File: config.mk
export PLATFORM = sky130hd
export DESIGN_NAME = voq_req_gen_flat
export DESIGN_NICKNAME = d
export VERILOG_FILES = /design/src/rtl/voq_req_gen_if.sv /design/src/rtl/voq_req_gen.sv /design/src/flat_wrapper.sv
export SDC_FILE = /design/constraint.sdc
export NUM_CORES = 1
export LEC_CHECK = 0
export CAP_MARGIN = 10
export CORE_MARGIN = 2
export CORE_UTILIZATION = 40
export CTS_BUF_LIST = sky130_fd_sc_hd__clkbuf_16
export DETAILED_ROUTE_END_ITERATION = 16
export GPL_TIMING_DRIVEN = 0
export REMOVE_ABC_BUFFERS = 1
export SYNTH_ARGS = -nofsm -noshare
export SYNTH_HDL_FRONTEND = slang
export SYNTH_SLANG_ARGS = --single-unit
File: constraint.sdc
create_clock -name clk -period 4.3 [get_ports clk]
set_input_delay 1.29 -clock clk [delete_from_list [all_inputs] [get_ports clk]]
set_output_delay 1.29 -clock clk [all_outputs]
set_load 0.05 [all_outputs]
File: src/rtl/voq_req_gen_if.sv
// Bundle of the enqueue, request and dequeue signals of voq_req_gen.
// master = upstream source plus downstream arbiter; slave = the VOQ block.
interface voq_req_gen_if #(
  parameter int unsigned N = 4,
  parameter int unsigned P = 16,
  parameter int unsigned W = 8
);
  localparam int unsigned C  = $clog2(P);
  localparam int unsigned NW = $clog2(N);

  logic          in_valid;
  logic          in_ready;
  logic [NW-1:0] in_dest;
  logic [C-1:0]  in_pri;
  logic [W-1:0]  in_data;
  logic [N-1:0]  req;
  logic [C-1:0]  pri_req [N];
  logic [N-1:0]  accept;
  logic          deq_valid;
  logic [NW-1:0] deq_dest;
  logic [C-1:0]  deq_pri;
  logic [W-1:0]  deq_data;
  logic [N-1:0]  full;
  logic          err;

  modport master (
    output in_valid, in_dest, in_pri, in_data, accept,
    input  in_ready, req, pri_req, deq_valid, deq_dest, deq_pri, deq_data, full, err
  );

  modport slave (
    input  in_valid, in_dest, in_pri, in_data, accept,
    output in_ready, req, pri_req, deq_valid, deq_dest, deq_pri, deq_data, full, err
  );
endinterface

File: src/rtl/voq_req_gen.sv
// Virtual output queues: one FIFO of {pri, data} cells per output, advertising
// non-empty status and head-cell priority to a downstream arbiter, and popping
// the head of the VOQ named by a one-hot accept.
module voq_req_gen #(
  parameter int unsigned N = 4,
  parameter int unsigned P = 16,
  parameter int unsigned D = 4,
  parameter int unsigned W = 8
) (
  input  logic         clk,
  input  logic         reset,
  voq_req_gen_if.slave bus
);
  localparam int unsigned C  = $clog2(P);
  localparam int unsigned NW = $clog2(N);
  localparam int unsigned DW = $clog2(D);
  localparam int unsigned CW = $clog2(D + 1);

  logic [C-1:0]  r_pri_mem  [N][D];
  logic [W-1:0]  r_data_mem [N][D];
  logic [DW-1:0] r_rd_ptr   [N];
  logic [DW-1:0] r_wr_ptr   [N];
  logic [CW-1:0] r_count    [N];

  logic          r_deq_valid;
  logic [NW-1:0] r_deq_dest;
  logic [C-1:0]  r_deq_pri;
  logic [W-1:0]  r_deq_data;
  logic          r_err;

  logic [N-1:0]  w_req;
  logic [N-1:0]  w_full;
  logic [N-1:0]  w_push;
  logic [N-1:0]  w_pop;
  logic          w_in_ready;
  logic          w_enq;
  logic [NW-1:0] w_acc_idx;
  logic          w_acc_onehot;
  logic          w_deq;
  logic          w_acc_err;

  // Per-VOQ status decoded from the registered counts and head entries
  always_comb begin
    for (int i = 0; i < N; i++) begin
      w_req[i]       = (r_count[i] != '0);
      w_full[i]      = (r_count[i] == CW'(D));
      bus.pri_req[i] = w_req[i] ? r_pri_mem[i][r_rd_ptr[i]] : '0;
    end
  end

  assign w_in_ready = ~w_full[bus.in_dest];
  assign w_enq      = bus.in_valid & w_in_ready;

  // Accept decode: only a one-hot accept aimed at a non-empty VOQ pops
  always_comb begin
    w_acc_idx = '0;
    for (int i = 0; i < N; i++) begin
      if (bus.accept[i]) w_acc_idx = NW'(i);
    end
    w_acc_onehot = (bus.accept != '0) && ((bus.accept & (bus.accept - N'(1))) == '0);
    w_deq        = w_acc_onehot && w_req[w_acc_idx];
    w_acc_err    = (bus.accept != '0) && !w_deq;
  end

  // Per-VOQ push/pop strobes
  always_comb begin
    for (int i = 0; i < N; i++) begin
      w_push[i] = w_enq && (bus.in_dest == NW'(i));
      w_pop[i]  = w_deq && (w_acc_idx == NW'(i));
    end
  end

  // Pointers and counts; simultaneous push and pop leave the count unchanged
  always_ff @(posedge clk) begin
    for (int i = 0; i < N; i++) begin
      if (reset) begin
        r_rd_ptr[i] <= '0;
        r_wr_ptr[i] <= '0;
        r_count[i]  <= '0;
      end else begin
        if (w_push[i]) r_wr_ptr[i] <= r_wr_ptr[i] + DW'(1);
        if (w_pop[i])  r_rd_ptr[i] <= r_rd_ptr[i] + DW'(1);
        case ({w_push[i], w_pop[i]})
          2'b10:   r_count[i] <= r_count[i] + CW'(1);
          2'b01:   r_count[i] <= r_count[i] - CW'(1);
          default: r_count[i] <= r_count[i];
        endcase
      end
    end
  end

  // Cell storage; contents are only visible through valid pointers, so no reset
  always_ff @(posedge clk) begin
    if (w_enq && !reset) begin
      r_pri_mem[bus.in_dest][r_wr_ptr[bus.in_dest]]  <= bus.in_pri;
      r_data_mem[bus.in_dest][r_wr_ptr[bus.in_dest]] <= bus.in_data;
    end
  end

  // Dequeue result registers and sticky protocol-error flag
  always_ff @(posedge clk) begin
    if (reset) begin
      r_deq_valid <= 1'b0;
      r_deq_dest  <= '0;
      r_deq_pri   <= '0;
      r_deq_data  <= '0;
      r_err       <= 1'b0;
    end else begin
      r_deq_valid <= w_deq;
      if (w_deq) begin
        r_deq_dest <= w_acc_idx;
        r_deq_pri  <= r_pri_mem[w_acc_idx][r_rd_ptr[w_acc_idx]];
        r_deq_data <= r_data_mem[w_acc_idx][r_rd_ptr[w_acc_idx]];
      end
      if (w_acc_err) r_err <= 1'b1;
    end
  end

  assign bus.in_ready  = w_in_ready;
  assign bus.req       = w_req;
  assign bus.full      = w_full;
  assign bus.deq_valid = r_deq_valid;
  assign bus.deq_dest  = r_deq_dest;
  assign bus.deq_pri   = r_deq_pri;
  assign bus.deq_data  = r_deq_data;
  assign bus.err       = r_err;
endmodule

File: src/flat_wrapper.sv
// flat-port wrapper written by rule: the top's interface ports become plain ports
module voq_req_gen_flat 
#(
  parameter int unsigned N = 4,
  parameter int unsigned P = 16,
  parameter int unsigned D = 4,
  parameter int unsigned W = 8
)
  (clk, reset, bus_in_valid, bus_in_dest, bus_in_pri, bus_in_data, bus_accept, bus_in_ready, bus_req, bus_pri_req, bus_deq_valid, bus_deq_dest, bus_deq_pri, bus_deq_data, bus_full, bus_err);
  voq_req_gen_if #(.N(N), .P(P), .W(W)) bus_i ();
  input  logic clk;
  input  logic reset;
  input wire logic [$bits(bus_i.in_valid)-1:0] bus_in_valid;
  input wire logic [$bits(bus_i.in_dest)-1:0] bus_in_dest;
  input wire logic [$bits(bus_i.in_pri)-1:0] bus_in_pri;
  input wire logic [$bits(bus_i.in_data)-1:0] bus_in_data;
  input wire logic [$bits(bus_i.accept)-1:0] bus_accept;
  output wire logic [$bits(bus_i.in_ready)-1:0] bus_in_ready;
  output wire logic [$bits(bus_i.req)-1:0] bus_req;
  output wire logic [$bits(bus_i.pri_req)-1:0] bus_pri_req;
  output wire logic [$bits(bus_i.deq_valid)-1:0] bus_deq_valid;
  output wire logic [$bits(bus_i.deq_dest)-1:0] bus_deq_dest;
  output wire logic [$bits(bus_i.deq_pri)-1:0] bus_deq_pri;
  output wire logic [$bits(bus_i.deq_data)-1:0] bus_deq_data;
  output wire logic [$bits(bus_i.full)-1:0] bus_full;
  output wire logic [$bits(bus_i.err)-1:0] bus_err;
  assign bus_i.in_valid = bus_in_valid;
  assign bus_i.in_dest = bus_in_dest;
  assign bus_i.in_pri = bus_in_pri;
  assign bus_i.in_data = bus_in_data;
  assign bus_i.accept = bus_accept;
  assign bus_in_ready = bus_i.in_ready;
  assign bus_req = bus_i.req;
  assign bus_pri_req = {>>{bus_i.pri_req}};
  assign bus_deq_valid = bus_i.deq_valid;
  assign bus_deq_dest = bus_i.deq_dest;
  assign bus_deq_pri = bus_i.deq_pri;
  assign bus_deq_data = bus_i.deq_data;
  assign bus_full = bus_i.full;
  assign bus_err = bus_i.err;
  voq_req_gen #(.N(N), .P(P), .D(D), .W(W)) u_core (.clk(clk), .reset(reset), .bus(bus_i));
endmodule
======== Yosys cells after proc, flatten, opt, wreduce, memory -nomap -nowiden ========
Memories as Yosys holds them, arrays and structs flattened.
Cells that the tools add are included.
storage, ports and cells
  bits in registers ....................... 16
  memory bits (writable) .................. 220
  input bits .............................. 21
  output and inout port bits .............. 41
  word-level logic and storage cells ...... 228
  memories ................................ 5
memories
  memory             depth  bits a word  read ports  clocked after Yosys merged registers in  write ports  line               RTL
  u_core.r_data_mem  4      32           1           0                                        1            voq_req_gen.sv:20  logic [W-1:0] r_data_mem [N][D];
  u_core.r_pri_mem   4      16           5           0                                        1            voq_req_gen.sv:19  logic [C-1:0] r_pri_mem [N][D];
  u_core.r_count     4      3            4           0                                        4            voq_req_gen.sv:23  logic [CW-1:0] r_count [N];
  u_core.r_rd_ptr    4      2            5           0                                        4            voq_req_gen.sv:21  logic [DW-1:0] r_rd_ptr [N];
  u_core.r_wr_ptr    4      2            5           0                                        4            voq_req_gen.sv:22  logic [DW-1:0] r_wr_ptr [N];
operators by class
  add/sub/neg operators ................... 17
  magnitude comparators ................... 9
  eq/ne operators ......................... 18
  mux-type cells .......................... 118
  bitwise operators ....................... 29
  reduce and logical (&&, ||, !) cells .... 27
operators with widths
  kind                 number
  $mux 1               66
  $mux 4               15
  $bmux 4 s2           5
  $mux 3               12
  $mux 32              1
  $mux 8               3
  $mux 2               10
  $or 1x1->1           20
  $ge 3x3->1 const B   6
  $not 2->3            6
  $add 2x1->2 const B  8
  $bmux 8 s2           1
  $demux 8 s2          1
  $eq 2x2->1 const B   8
  $mux 16              1
  $logic_and 1x1->1    13
  $add 3x1->3 const B  4
  $eq 2x1->1 const B   6
  $eq 3x3->1 const B   4
  $reduce_bool 3->1    4
  $sub 3x1->3 const B  4
  $demux 4 s2          1
  $reduce_or 2->1      4
  $lt 2x3->1 const B   2
  10 further kinds     13

======== Longest topological paths before layout ========
Gate-level depths: netlist of run 1.
  depth after elaboration ................. 14
  mapped depth ............................ 15
  mapped depth without buffers ............ 14

======== Least setup slack after synthesis of run 1 ========
Ideal clock, no wire load.
  path kind ............................... in2reg
  start point ............................. input bus_in_dest[1]
  end point ............................... memory u_core.r_data_mem[0][16] (netlist bit) (enable)
  library setup time ...................... 412 ps
  arrival time ............................ 3,533 ps
  required time ........................... 3,888 ps
  slack ................................... 354 ps
  stages .................................. 5
  path buffers ............................ 1
  cell sequence ........................... mux4_2 > nand3b_4 > or2_1 > buf_6 > nor4_1
on the way
  cells in the longest elaborated chain, start to end .. 7
  elaborated cells on any way between the ends .. 14
  those cells by class .................... 2 x order compare; 6 x mux; 3 x bitwise; 2 x reduce/logical; 1 x memory
ends and longest elaborated chain
  what                                                                           line                                  RTL
  from (decl)                                                                    flat_wrapper.sv:14                    input wire logic [$bits(bus_i.in_dest)-1:0] bus_in_dest;
  $mem_v2 4x2 / $bmux 1 s2 (equally long branches)                               n/a
  $not 2->3 (not written as such) / $mux 1 (equally long branches)               voq_req_gen.sv:96, voq_req_gen.sv:51
  $ge 3x3->1 (not written as such), or another cell as far along                 voq_req_gen.sv:96                     r_data_mem[bus.in_dest][r_wr_ptr[bus.in_dest]] <= bus.in_data;
  $logic_and 1x1->1 (not written as such) / $and 1x1->1 (equally long branches)  voq_req_gen.sv:96, voq_req_gen.sv:52
  $mux 8 (not written as such) / $logic_and 1x1->1 (equally long branches)       voq_req_gen.sv:96, voq_req_gen.sv:94
  $demux 8 s2 / $mux 1 (equally long branches)                                   voq_req_gen.sv:96, voq_req_gen.sv:94
  $mux 32 (not written as such)                                                  voq_req_gen.sv:96
  to (decl)                                                                      voq_req_gen.sv:20
Parallel ways exist; a longest one is shown, timed or not. The select of a mux whose other input is x is not followed.

======== Worst setup path in the final report of run 1 ========
  start point ............................. input bus_in_dest[1]
  end point ............................... output bus_in_ready
on the way
  cells in the longest elaborated chain, start to end .. 3
ends and longest elaborated chain
  what                          line                RTL
  $bmux 1 s2                    voq_req_gen.sv:51   assign w_in_ready = ~w_full[bus.in_dest];
  $mux 1 (not written as such)  voq_req_gen.sv:51
  $not 1->1                     voq_req_gen.sv:51
  to (decl)                     flat_wrapper.sv:18  output wire logic [$bits(bus_i.in_ready)-1:0] bus_in_ready;
Every way passes these cells. The select of a mux whose other input is x is not followed.

==> metrics.txt, run 1 <==
Ys Warns 0; number of filler cells placed in the layout 2144; first-pass GRT wire length 40300 um; wire length after detailed routing 26900 um; aggregate global routing overflow 0; top achievable clock speed 236 MHz; cell total after placement 1042; most frequently used cell type in the post-synthesis netlist edfxtp_1; RSZ-0062 raised after global routing no; number of antenna-violating nets in the routed design 0; share of async-settable or async-resettable flops after synthesis 0%; ratio of cells with drive above 1 in the final layout 21.6%; highest-delay cell along the critical path mux4_2; Max Buffers Root-to-Sink 3; total vias in the final route 6368; largest net degree at the start of global routing 59; area taken by multi-input logic gates 3340 um^2; Hold/Removal Path Class reg2reg; WP data arrival 2.95 ns; period utilization 98.6%; area of all placed cells without fillers 12600 um^2; initial antenna violation count 1; cell type with the highest occurrence count on the critical path dlygate4sd2_1; critical path cell sequence dlygate4sd2_1, mux4_2, dlygate4sd2_1; Post-Syn Area 10500 um^2; critical-path maximum fanout 13; detailed-route vias per instance 5.84; Distinct cells, synth 51; Final Skew 0.00892 ns; number of hold violations in the final report 0; final worst hold slack 0.495 ns; placed wire-length estimate 17700 um; Post-Layout Cell Count 1091; post-layout worst setup margin 0.0590 ns; top post-synthesis cells by count 220 x edfxtp_1, 49 x mux2_2, 48 x a222oi_1; element type at the critical path start input port; cts bufs inserted 25; kind of capture point of the worst setup path primary output; number of detailed-routing iterations run before antenna repair 8; number of instances on the worst hold path 1; placement-stage worst setup slack -1.37 ns; number of buffers inserted for hold repair after clock tree synthesis 0; die height 166 um; main area contributors after synthesis edfxtp_1 63%, mux2_2 5.2%, a222oi_1 4.6%; PortBufs 61; run status finished, final reports clean; placeable core region 25900 um^2; portion of synthesized cell area occupied by the leading cell type 62.8%; leakage power 4.26 nW; clk slew on worst S/H paths 0.06 ns; flip-flop cell with the highest count after synthesis edfxtp_1; worst reg2reg path depth 14; PwrDens 430 nW/um^2; sequential share of the synthesized area 65.8%; cells after synthesis 669; Max stage delay on crit path 0.63 ns; average routed wire per standard cell 24.7 um; GPL Wtd Cong 0.796; DRC Markers 0; level count of the clock H-tree 1; biggest area consumer among synthesized cells edfxtp_1; number of enable flip-flop cells after synthesis 220; average footprint of a synthesized cell 15.7 um^2; Max VDD drop 313 uV; worst slew margin relative to its limit 33.9%; # Max-Cap Violations 0; violation count after the first detailed-routing iteration 671; Horiz. Die Dim 166 um; die footprint 27600 um^2; signed area change from the synthesized netlist to the final layout 19.9%; worst slew pin tran 0.992 ns; category of the most critical setup path in2out; final setup fails 0; placed cell area 11700 um^2; insertion delay of the later-clocked pin in the worst-skew pair 0.52 ns; clock period minus worst slack 4.24 ns; num ports 62; Rows 59; NumNets Final 775; total negative setup slack 0 ns; Data required, critical path 3.01 ns; global-route usage over all layers 19.2%; count of final max-slew check failures 0; effective utilization at floorplan 40.6%; via count of the first global-routing pass 6567; total of flip-flops plus latches after synthesis 236; CTS root buf clkbuf_16; register cell area after layout 6930 um^2; TritonCTS clock tree built; clock sink count 236
repair_timing:
item,in CTS,in global routing
gates resized for setup,3,4
pin swaps,1,1
setup buffers,2,0
setup endpoints to repair,23,3
worst paths after layout:
check,start,to,slack (ns)
setup / recovery,bus_in_dest[1],bus_in_ready,0.06
hold reg to reg,u_core.bus.err$_SDFFE_PP0P_,u_core.bus.err$_SDFFE_PP0P_,0.50
setup reg to reg,u_core.r_count[0][3]$_DFFE_PP_,u_core.r_count[1][2]$_SDFFCE_PN0P_,0.75
hold / removal,u_core.bus.err$_SDFFE_PP0P_,u_core.bus.err$_SDFFE_PP0P_,0.50
registers in the layout, indices dropped and copies added, names as in the netlist:
signal and count:
u_core.bus.deq_data 8, u_core.bus.deq_dest 2, u_core.bus.deq_pri 4, u_core.bus.deq_valid 1
u_core.bus.err 1, u_core.r_count 12, u_core.r_data_mem 128, u_core.r_pri_mem 64
u_core.r_rd_ptr 8, u_core.r_wr_ptr 8
worst max-delay path, delay by kind of cell:
family / cells / cell delay (ns)
buffers and inverters: 2 / 1.03
muxes: 1 / 0.63
layer usage:
metal / vias to the layer above / part of all wire [%] / track usage [%]
met5: - / 0 / 0
met4: 0 / 2.4 / 4.91
met3: 45 / 6.6 / 2.86
met2: 277 / 50 / 33.3
met1: 3228 / 41 / 25.3
li1: 2818 / - / -
where the power goes:
group,switching (W),internal (W),leakage [nW]
logic,0.000375,0.000224,1.67
clock network,0.000867,0.00136,0.435
registers,0.0000396,0.00256,2.15
total,0.00128,0.00414,4.26
final cells by class:
type / count / area share (%)
antenna: 1 / 0.0198
clock buffer: 25 / 4.96
clock inverter: 21 / 1.85
inverter: 25 / 0.744
multi-input combinational: 362 / 26.5
sequential: 236 / 54.9
tap: 335 / 3.32
timing repair buffer: 86 / 7.70
placed cells by master, fill, tap and decap left out, types with 5 or more instances in the layout:
master and count:
nor2_1 15, nor3_2 6, ha_1 17, a211oi_1 15
inv_1 29, buf_8 12, o21bai_1 5, bufinv_16 5
a222oi_1 48, dfxtp_1 16, nor4_1 7, mux2i_1 40
nand2b_1 11, a21oi_1 19, buf_4 5, clkdlybuf4s50_1 54
xnor2_1 7, edfxtp_1 220, nor2_2 8, nor3_1 17
nand2_1 13, nor2b_1 21, mux4_2 18, mux2_2 49
clkbuf_16 25
cell families (layout without fill, tap and decap cells):
family | Yosys count | after routing | share of synthesized area (%)
adder cells (fa/ha/maj) | 18 | 18 | 2.21
XOR/XNOR | 11 | 11 | 0.916
multiplexers | 107 | 107 | 12.9
buffers and inverters | 71 | 157 | 3.20
flip-flops | 236 | 236 | 65.8
other | 0 | 1 | 0
AND/OR/NAND/NOR | 126 | 126 | 6.68
AO/OA/AOI/OAI | 100 | 100 | 8.26
per-stage QoR:
| step | utilization [%] | total power, W |
|---|---|---|
| 2_1_floorplan | - | 0.00298 |
| 3_3_place_gp | 43.6 | 0.00321 |
| 3_5_place_dp | 45.3 | 0.00324 |
| 4_1_cts | 48.6 | 0.00546 |
| 5_1_grt | 48.7 | 0.00560 |
| 6_report | 48.7 | 0.00542 |
(Power assumes the default switching activity.)
==> run 2: changes to the inputs <==
REMOVE_ABC_BUFFERS = unset   (was 1)
==> metrics.txt, run 2 (synthesis results as in run 1) <==
count of final max-slew check failures 0 (unchanged); Horiz. Die Dim 166 um (unchanged); proportion of power drawn by combinational gates 12.2% (+1.1 points); Max VDD drop 246 uV (-21%); Rows 59 (unchanged); clk slew on worst S/H paths 0.06 ns (about the same); DRC Markers 0 (unchanged); worst slew pin tran 1.02 ns (+0.0292 ns); cts bufs inserted 24 (-4.0%); wire length after detailed routing 28900 um (+7.4%); placeable core region 25900 um^2 (unchanged); placement-stage worst setup slack -0.322 ns (+1.05 ns); final setup fails 0 (unchanged); worst reg2reg path depth 15 (+1); source of the worst register-to-register timing path u_core.r_count[0][0]$_DFFE_PP_; number of antenna-violating nets in the routed design 0 (unchanged); die height 166 um (unchanged); sw frac 24.4% (+0.75 points); first-pass GRT wire length 42700 um (+6.0%); average routed wire per standard cell 25.8 um (+4.6%); NumNets Final 808 (+4.3%); number of detailed-routing iterations run before antenna repair 6 (-2); ratio of cells with drive above 1 in the final layout 19.8% (-1.8 points); Max Buffers Root-to-Sink 3 (unchanged); RSZ-0062 raised after global routing no; clock network fraction of design power 37.7% (-3.4 points); via count of the first global-routing pass 6836 (+4.1%); PwrDens 413 nW/um^2 (-3.9%); largest net degree at the start of global routing 17 (-71%); WP data arrival 2.91 ns (-0.04 ns); kind of capture point of the worst setup path primary output; clock period minus worst slack 4.20 ns (-0.0361 ns); violation count after the first detailed-routing iteration 801 (+19%); total vias in the final route 6491 (+1.9%); aggregate global routing overflow 0 (unchanged); signed area change from the synthesized netlist to the final layout 18.8%; Post-Syn Nets 708; Int Power 0.00390 W (-5.7%); # Max-Cap Violations 0 (unchanged); Data required, critical path 3.01 ns (about the same); TritonCTS clock tree built; category of the most critical setup path in2out; number of buffers inserted for hold repair after clock tree synthesis 0 (unchanged); worst reg2reg setup slack 0.74 ns (about the same); run status finished, final reports clean; CTS root buf clkbuf_16; relative contribution of sequential cells to total power 50.1% (+2.2 points); clock sink count 236 (unchanged); final worst hold slack 0.480 ns (-0.0160 ns); initial antenna violation count 1 (unchanged); element type at the critical path start input port; commonest non-fill, non-tap cell in the layout edfxtp_1; Psw 0.00126 W (-1.7%); num ports 62 (unchanged); level count of the clock H-tree 1 (unchanged); detailed-route vias per instance 5.80 (-0.71%); number of hold violations in the final report 0 (unchanged); PortBufs 60 (-1.6%); post-layout worst setup margin 0.0951 ns (+0.0361 ns); effective utilization at floorplan 40.6% (unchanged); period utilization 97.8% (-0.84 points); Hold/Removal Path Class reg2reg; critical-path maximum fanout 4 (-9); number of instances on the worst hold path 1 (unchanged); top achievable clock speed 238 MHz (+0.86%); leading cell types in the layout, fill and taps excluded 220 x edfxtp_1, 59 x clkdlybuf4s50_1, 49 x mux2_2; die footprint 27600 um^2 (unchanged); worst hold path startpoint u_core.bus.err$_SDFFE_PP0P_; worst slew margin relative to its limit 31.4% (-2.5 points); insertion delay of the later-clocked pin in the worst-skew pair 0.53 ns (about the same); Final Skew 0.0154 ns (+0.00647 ns); worst min-delay path endpoint u_core.bus.err$_SDFFE_PP0P_; global-route usage over all layers 20.8% (+1.6 points); flip-flop count of the largest register, all copies and words added 128 (unchanged); Post-Layout Cell Count 1120 (+2.7%); endpoint of the lowest-slack register-to-register path u_core.r_count[1][2]$_SDFFCE_PN0P_; GPL Wtd Cong 0.853 (+7.1%); number of filler cells placed in the layout 2163 (+0.89%); placed wire-length estimate 20700 um (+17%); leakage power 4.21 nW (-1.0%); cell total after placement 1079 (+3.6%)
[run 2: routing by layer]
metal / part of all wire (%) / global-route usage (%) / up-vias / wire, um
met5: 0 / 0 / - / 0
met4: 4.1 / 8.47 / 0 / 1190
met3: 7.7 / 4.24 / 80 / 2220
met2: 50 / 35.6 / 295 / 14300
met1: 39 / 25.8 / 3232 / 11200
li1: - / - / 2884 / -
[run 2: through the flow]
step                      TNS [ns]  power (W)  util (%)  instance area [um^2]
after CTS                        0    0.00520      48.2                 12500
after detailed placement    -0.545    0.00326      45.4                 11800
after floorplan                  0    0.00302         -                 10500
after global routing             0    0.00533      48.2                 12500
final                            0    0.00516      48.2                 12500
after global placement      -76.28    0.00324      44.5                 11500
[run 2: power by group through the flow]
stage	Combinational, W	Sequential (W)	Clock (W)
2_1_floorplan	0.000351	0.00267	0
3_3_place_gp	0.000609	0.00263	0
3_5_place_dp	0.000630	0.00263	0
4_1_cts	0.000630	0.00259	0.00198
5_1_grt	0.000666	0.00259	0.00207
6_report	0.000628	0.00259	0.00195
[run 2: how the worst max path moves through the flow]
stage | startpoint | end | depth (start not counted)
6_report | bus_in_dest[1] | bus_in_ready | 3
3_3_place_gp | bus_in_dest[1] | u_core.r_data_mem[0][19]$_DFFE_PP_ | 6
4_1_cts | u_core.r_count[1][3]$_DFFE_PP_ | bus_pri_req[2] | 5
5_1_grt | bus_in_dest[1] | bus_in_ready | 3
3_5_place_dp | bus_accept[3] | u_core.r_count[1][2]$_SDFFCE_PN0P_ | 15
2_1_floorplan | bus_in_dest[1] | u_core.r_data_mem[0][16]$_DFFE_PP_ | 5
[run 2: cell type report]
cell class                 instances  area, um^2  area share (%)
antenna                            1        2.50          0.0200
buffer                            45         239            1.91
clock buffer                      24         601            4.80
clock inverter                    17         129            1.03
inverter                          25        93.8           0.751
multi-input combinational        362        3320            26.5
sequential                       236        6930            55.4
tap                              335         419            3.35
timing repair buffer              75         772            6.18
[run 2: worst max-delay path: stages]
cell and delay, ns:
clkdlybuf4s50_1 0.58, mux4_2 0.58, dlygate4sd2_1 0.46
[run 2: what timing repair did]
| action | in CTS | in global routing |
|---|---|---|
| resized for setup | 1 | 1 |
| buffers inserted | 0 | 0 |
| endpoints found under the setup margin | 1 | 3 |
| gates cloned | 0 | 0 |
| pin swaps | 0 | 0 |
==> edit 1: new RTL, config.mk and constraints of run 2 <==
Reset style: asynchronous (`reset`), changed in one clocked block.
--- a/src/rtl/voq_req_gen.sv
+++ b/src/rtl/voq_req_gen.sv
@@ -99,5 +99,5 @@
 
   // Dequeue result registers and sticky protocol-error flag
-  always_ff @(posedge clk) begin
+  always_ff @(posedge clk or posedge reset) begin
     if (reset) begin
       r_deq_valid <= 1'b0;
Behaviour: differs if reset is asserted again (counterexample within 4 cycles, from zero or initial values and one cycle with reset high); with reset held inactive, the same outputs for 4 cycles.
==> edit 1 against run 2 <==
Die area about the same. Routed wire length down 0.54%. Cell area up 0.40%. Setup slack worse by 0.0081 ns. Sequential power up 2%. Largest power group unchanged. Clock power up 3%. Sequential cell count unchanged. Combinational power up 37%. Power up 6.5%. Synthesized area about the same.
==> edit 1: results (changes against run 2) <==
[min_path]
hp-start=u_core.bus.err$_DFFE_PP0P_
whs_endpoint=u_core.bus.err$_DFFE_PP0P_

[cells_and_area]
multi_input_area_um2=3270  ; -1.4%
inv_count=26  ; +4.0%
clock_area_frac=0.0595  ; +0.00116
fin_nets=789  ; -2.4%
diodes=0  ; -1
sh_seq_area=0.558  ; +0.00417
fill_cells=2190  ; +1.2%
multi_input_gates=349  ; -3.6%
n_clock_buffer=25  ; +4.2%
num-nonclk-buffers=112  ; -6.7%

[setup_path]
crit_arrival_ns=4.48  ; +1.57 ns
worst-r2r-setup-slack_ns=0.83  ; +0.09 ns
critPathKind=input pin to flop
r2r_start=u_core.r_count[1][3]$_DFFE_PP_
worstPathMaxFanout=10  ; +6

[place]
dpl.hpwl_um=19600  ; -5.3%
dpl_worst_slack_ns=-0.650  ; -0.328 ns
io_buffers=59  ; -1.7%

[detailed_routing]
drt-initial-drc-count=883  ; +10%
wl_per_cell_um=26.1  ; +1.1%
dr_wl_met3_um=2370  ; +6.6%
drt-met1-wl_um=11100  ; -0.92%
vias_per_cell=5.89  ; +1.6%

[yosys]
mappedNetlistNets=689  ; -2.7%
postSynthCellCount=650  ; -2.8%
synth_common_cells=220 x edfxtp_1, 49 x a222oi_1, 48 x mux2_2, 29 x nor2_1
ys_seq_area_frac=0.666  ; +0.00793
synth.distinct_cells=42  ; -18%
async_reset_ff_frac=0.0678  ; +0.0678

[grt]
grt_max_degree=26  ; +9
use_met1=0.259  ; +0.000506
antenna_found_initial=0  ; -1
grt_pass1_vias=6715  ; -1.8%

[power]
combinationalPowerShare=0.156  ; +0.034
power_frac_seq=0.480  ; -0.021
p_int_mw=4.03  ; +3.2%
power_mw=5.50  ; +6.5%
peakVddDrop_mv=0.247  ; about the same

[timing]
fin_crit_sh=0.980  ; +0.00189
timing.hold.ws_ns=0.482  ; +0.00243 ns
tightest_slew_ns=1.20  ; +0.178 ns

[run_status]
outcome=finished, final reports clean

## edit 1: cell types whose count changed in the layout (fill, tap and decap cells not counted), sizes merged, moves of 5 or more
cell,run 2,this run
mux2i,40,26
o21ai,1,11
clkinv,7,15
inv,33,28
mux2,49,77
nand2,14,22
dfrtp,0,16
a211oi,15,2
buf,41,33
nand2b,13,5
dfxtp,16,0
a21oi,19,4
## edit 1: cell families after synthesis
family,Yosys count,share of synthesized area
adders and majority gates,18,0.0221
xor gates and xnor gates,11,0.00916
AOI/OAI and AO/OA,74,0.0633
buffers and inverters,65,0.0309
DFF,236,0.666
muxes,120,0.148
and+or+nand+nor,126,0.0601
## edit 1: timing repair
item                       4_1_cts  5_1_grt
gates resized for setup          6        3
pin swaps                        1        1
setup buffers                    1        2
hold buffers                     0        0
setup endpoints to repair        2        2
hold endpoints to repair         0        0
==> edit 2: new RTL, settings of run 2 <==
Without the edit above. `W` is set to 8 in 3 places; all go to 12.
--- a/src/rtl/voq_req_gen_if.sv
+++ b/src/rtl/voq_req_gen_if.sv
@@ -4,5 +4,5 @@
   parameter int unsigned N = 4,
   parameter int unsigned P = 16,
-  parameter int unsigned W = 8
+  parameter int unsigned W = 12
 );
   localparam int unsigned C  = $clog2(P);
--- a/src/rtl/voq_req_gen.sv
+++ b/src/rtl/voq_req_gen.sv
@@ -6,5 +6,5 @@
   parameter int unsigned P = 16,
   parameter int unsigned D = 4,
-  parameter int unsigned W = 8
+  parameter int unsigned W = 12
 ) (
   input  logic         clk,
--- a/src/flat_wrapper.sv
+++ b/src/flat_wrapper.sv
@@ -5,5 +5,5 @@
   parameter int unsigned P = 16,
   parameter int unsigned D = 4,
-  parameter int unsigned W = 8
+  parameter int unsigned W = 12
 )
   (clk, reset, bus_in_valid, bus_in_dest, bus_in_pri, bus_in_data, bus_accept, bus_in_ready, bus_req, bus_pri_req, bus_deq_valid, bus_deq_dest, bus_deq_pri, bus_deq_data, bus_full, bus_err);
Interface: changed (resized bus_deq_data and bus_in_data); port bits go from 62 to 70. No check against the original RTL was run, so the function may have changed too.
==> edit 2 against run 2 <==
Setup slack better by 0.034 ns. Routed wire length grew 29%. Cell area grew 27%. Power rose by 31%. Die area increased by 26%. Combinational power rose by 16%. Synthesized area rose by 26%. Sequential cell count rose by 68. Critical path depth is the same.
==> edit 2: results (changes against run 2) <==
[power]
p_switching_mw=1.63  ; +29%
powerComb_mw=0.728  ; +16%
p_leak_nw=5.39  ; +28%
peakVddDrop_mv=0.322  ; +31%
powerClk_mw=2.71  ; +39%
combinationalPowerShare=0.108  ; -0.014

[yosys]
synth_area_leaders=edfxtp_1 64%, mux2i_1 4.4%, mux4_2 3.0%
synth_enable_flop_cells=284  ; +29%
synth.distinct_cells=49  ; -3.9%
syn_avg_cell_area_um2=14.7  ; -6.6%
mappedNetlistNets=948  ; +34%
async_reset_ff_frac=0  ; unchanged
synth_common_cells=284 x edfxtp_1, 96 x nand2_1, 59 x mux2i_1, 43 x nor2_1, 29 x clkbuf_1
ys_seq_area_frac=0.671  ; +0.0132

[clocking]
post_cts_resized=1  ; unchanged
htree_levels=2  ; +1
post_cts_buffers=0  ; unchanged
cts_made_buffers=34  ; +42%
cts_buffer_depth=3  ; unchanged
clk-insertion-delay-late_ns=0.51  ; -0.02 ns

[setup_path]
crit_arrival_ns=2.88  ; -0.03 ns
r2r_start=u_core.r_count[1][3]$_DFFE_PP_
worstPathMaxFanout=4  ; unchanged
path_delay_family=buffers and inverters
worst-r2r-setup-slack_ns=0.89  ; +0.15 ns
reg2reg_to=u_core.r_count[1][2]$_SDFFCE_PN0P_

[detailed_routing]
wl_um=37200  ; +29%
met2_wirelength_um=17300  ; +21%
num_vias=8451  ; +30%
drt-initial-drc-count=862  ; +7.6%
dr_wl_met3_um=2590  ; +17%
firstDrtPassIters=5  ; -1
drt-met1-wl_um=16400  ; +47%

[grt]
use_met2=0.340  ; -0.0169
use_met3=0.0333  ; -0.00913
antenna_found_initial=0  ; -1
grt_pass1_wl_um=54400  ; +27%
grt_max_degree=17  ; unchanged
track_usage=0.211  ; +0.00270
use_met1=0.297  ; +0.0392
grt_pass1_vias=8206  ; +20%

[place]
io_buffers=68  ; +13%
dpl_worst_slack_ns=-0.355  ; -0.0329 ns
gp_congestion=0.829  ; -2.8%
dp_cells=1435  ; +33%
dpl.hpwl_um=26400  ; +27%
postPlaceCellArea_um2=14900  ; +26%

[run_status]
outcome=finished, final reports clean

[timing]
max-slew-margin-rel=0.244  ; -0.0697
fin_crit_sh=0.970  ; -0.00801
timing.hold.ws_ns=0.490  ; +0.0102 ns
finalClockSkew_ns=0.0156  ; +0.000258 ns

[min_path]
worstHoldPathCells=1  ; unchanged
hp-start=u_core.bus.err$_SDFFE_PP0P_

[cells_and_area]
layoutNonFillerInstCount=1496  ; +34%
fin_nets=1073  ; +33%
final_common_cell=edfxtp_1
layout-drive-gt1-share=0.148  ; -0.0497
largest_register_ffs=192  ; +50%
diodes=0  ; -1

edit 2: cell types whose count changed after synthesis, moves of 28 or more:
cell | run 2 | this run
a222oi_1 | 48 | 8
edfxtp_1 | 220 | 284
mux2_2 | 49 | 14
nand2_1 | 14 | 96
nand3b_1 | 0 | 28
o2111ai_1 | 0 | 28
o211ai_1 | 0 | 28
o221ai_1 | 0 | 28
edit 2: kinds of logic (layout without fill, tap and decap cells):
| group | Yosys count | in the layout | share of synthesized area |
|---|---|---|---|
| flip-flops | 304 | 304 | 0.671 |
| AND/OR/NAND/NOR | 256 | 256 | 0.0959 |
| AO/OA/AOI/OAI | 132 | 132 | 0.0863 |
| buffers and inverters | 92 | 241 | 0.0342 |
| multiplexers | 91 | 91 | 0.0868 |
| adder cells (fa/ha/maj) | 18 | 18 | 0.0175 |
| XOR/XNOR | 12 | 12 | 0.00790 |
edit 2: how the worst max path moves through the flow:
stage	startpoint	to	depth (start not counted)
after global placement	bus_in_dest[1]	u_core.r_data_mem[0][30]$_DFFE_PP_	6
after global routing	bus_accept[3]	u_core.r_count[0][2]$_DFFE_PP_	12
final	bus_in_dest[1]	bus_in_ready	3
after CTS	bus_in_dest[1]	bus_in_ready	3
after floorplan	bus_in_dest[1]	u_core.r_data_mem[0][24]$_DFFE_PP_	5
after detailed placement	bus_accept[3]	u_core.r_count[1][2]$_SDFFCE_PN0P_	14
edit 2: area by class of cell:
| class | count | area (um2) |
|---|---|---|
| Buffer | 64 | 349 |
| Timing Repair Buffer | 89 | 958 |
| Multi-Input combinational cell | 509 | 3990 |
| Tap cell | 442 | 553 |
| Clock inverter | 23 | 120 |
| Clock buffer | 37 | 926 |
| Inverter | 28 | 105 |
| Sequential cell | 304 | 8930 |
| Fill cell | 2791 | 16700 |
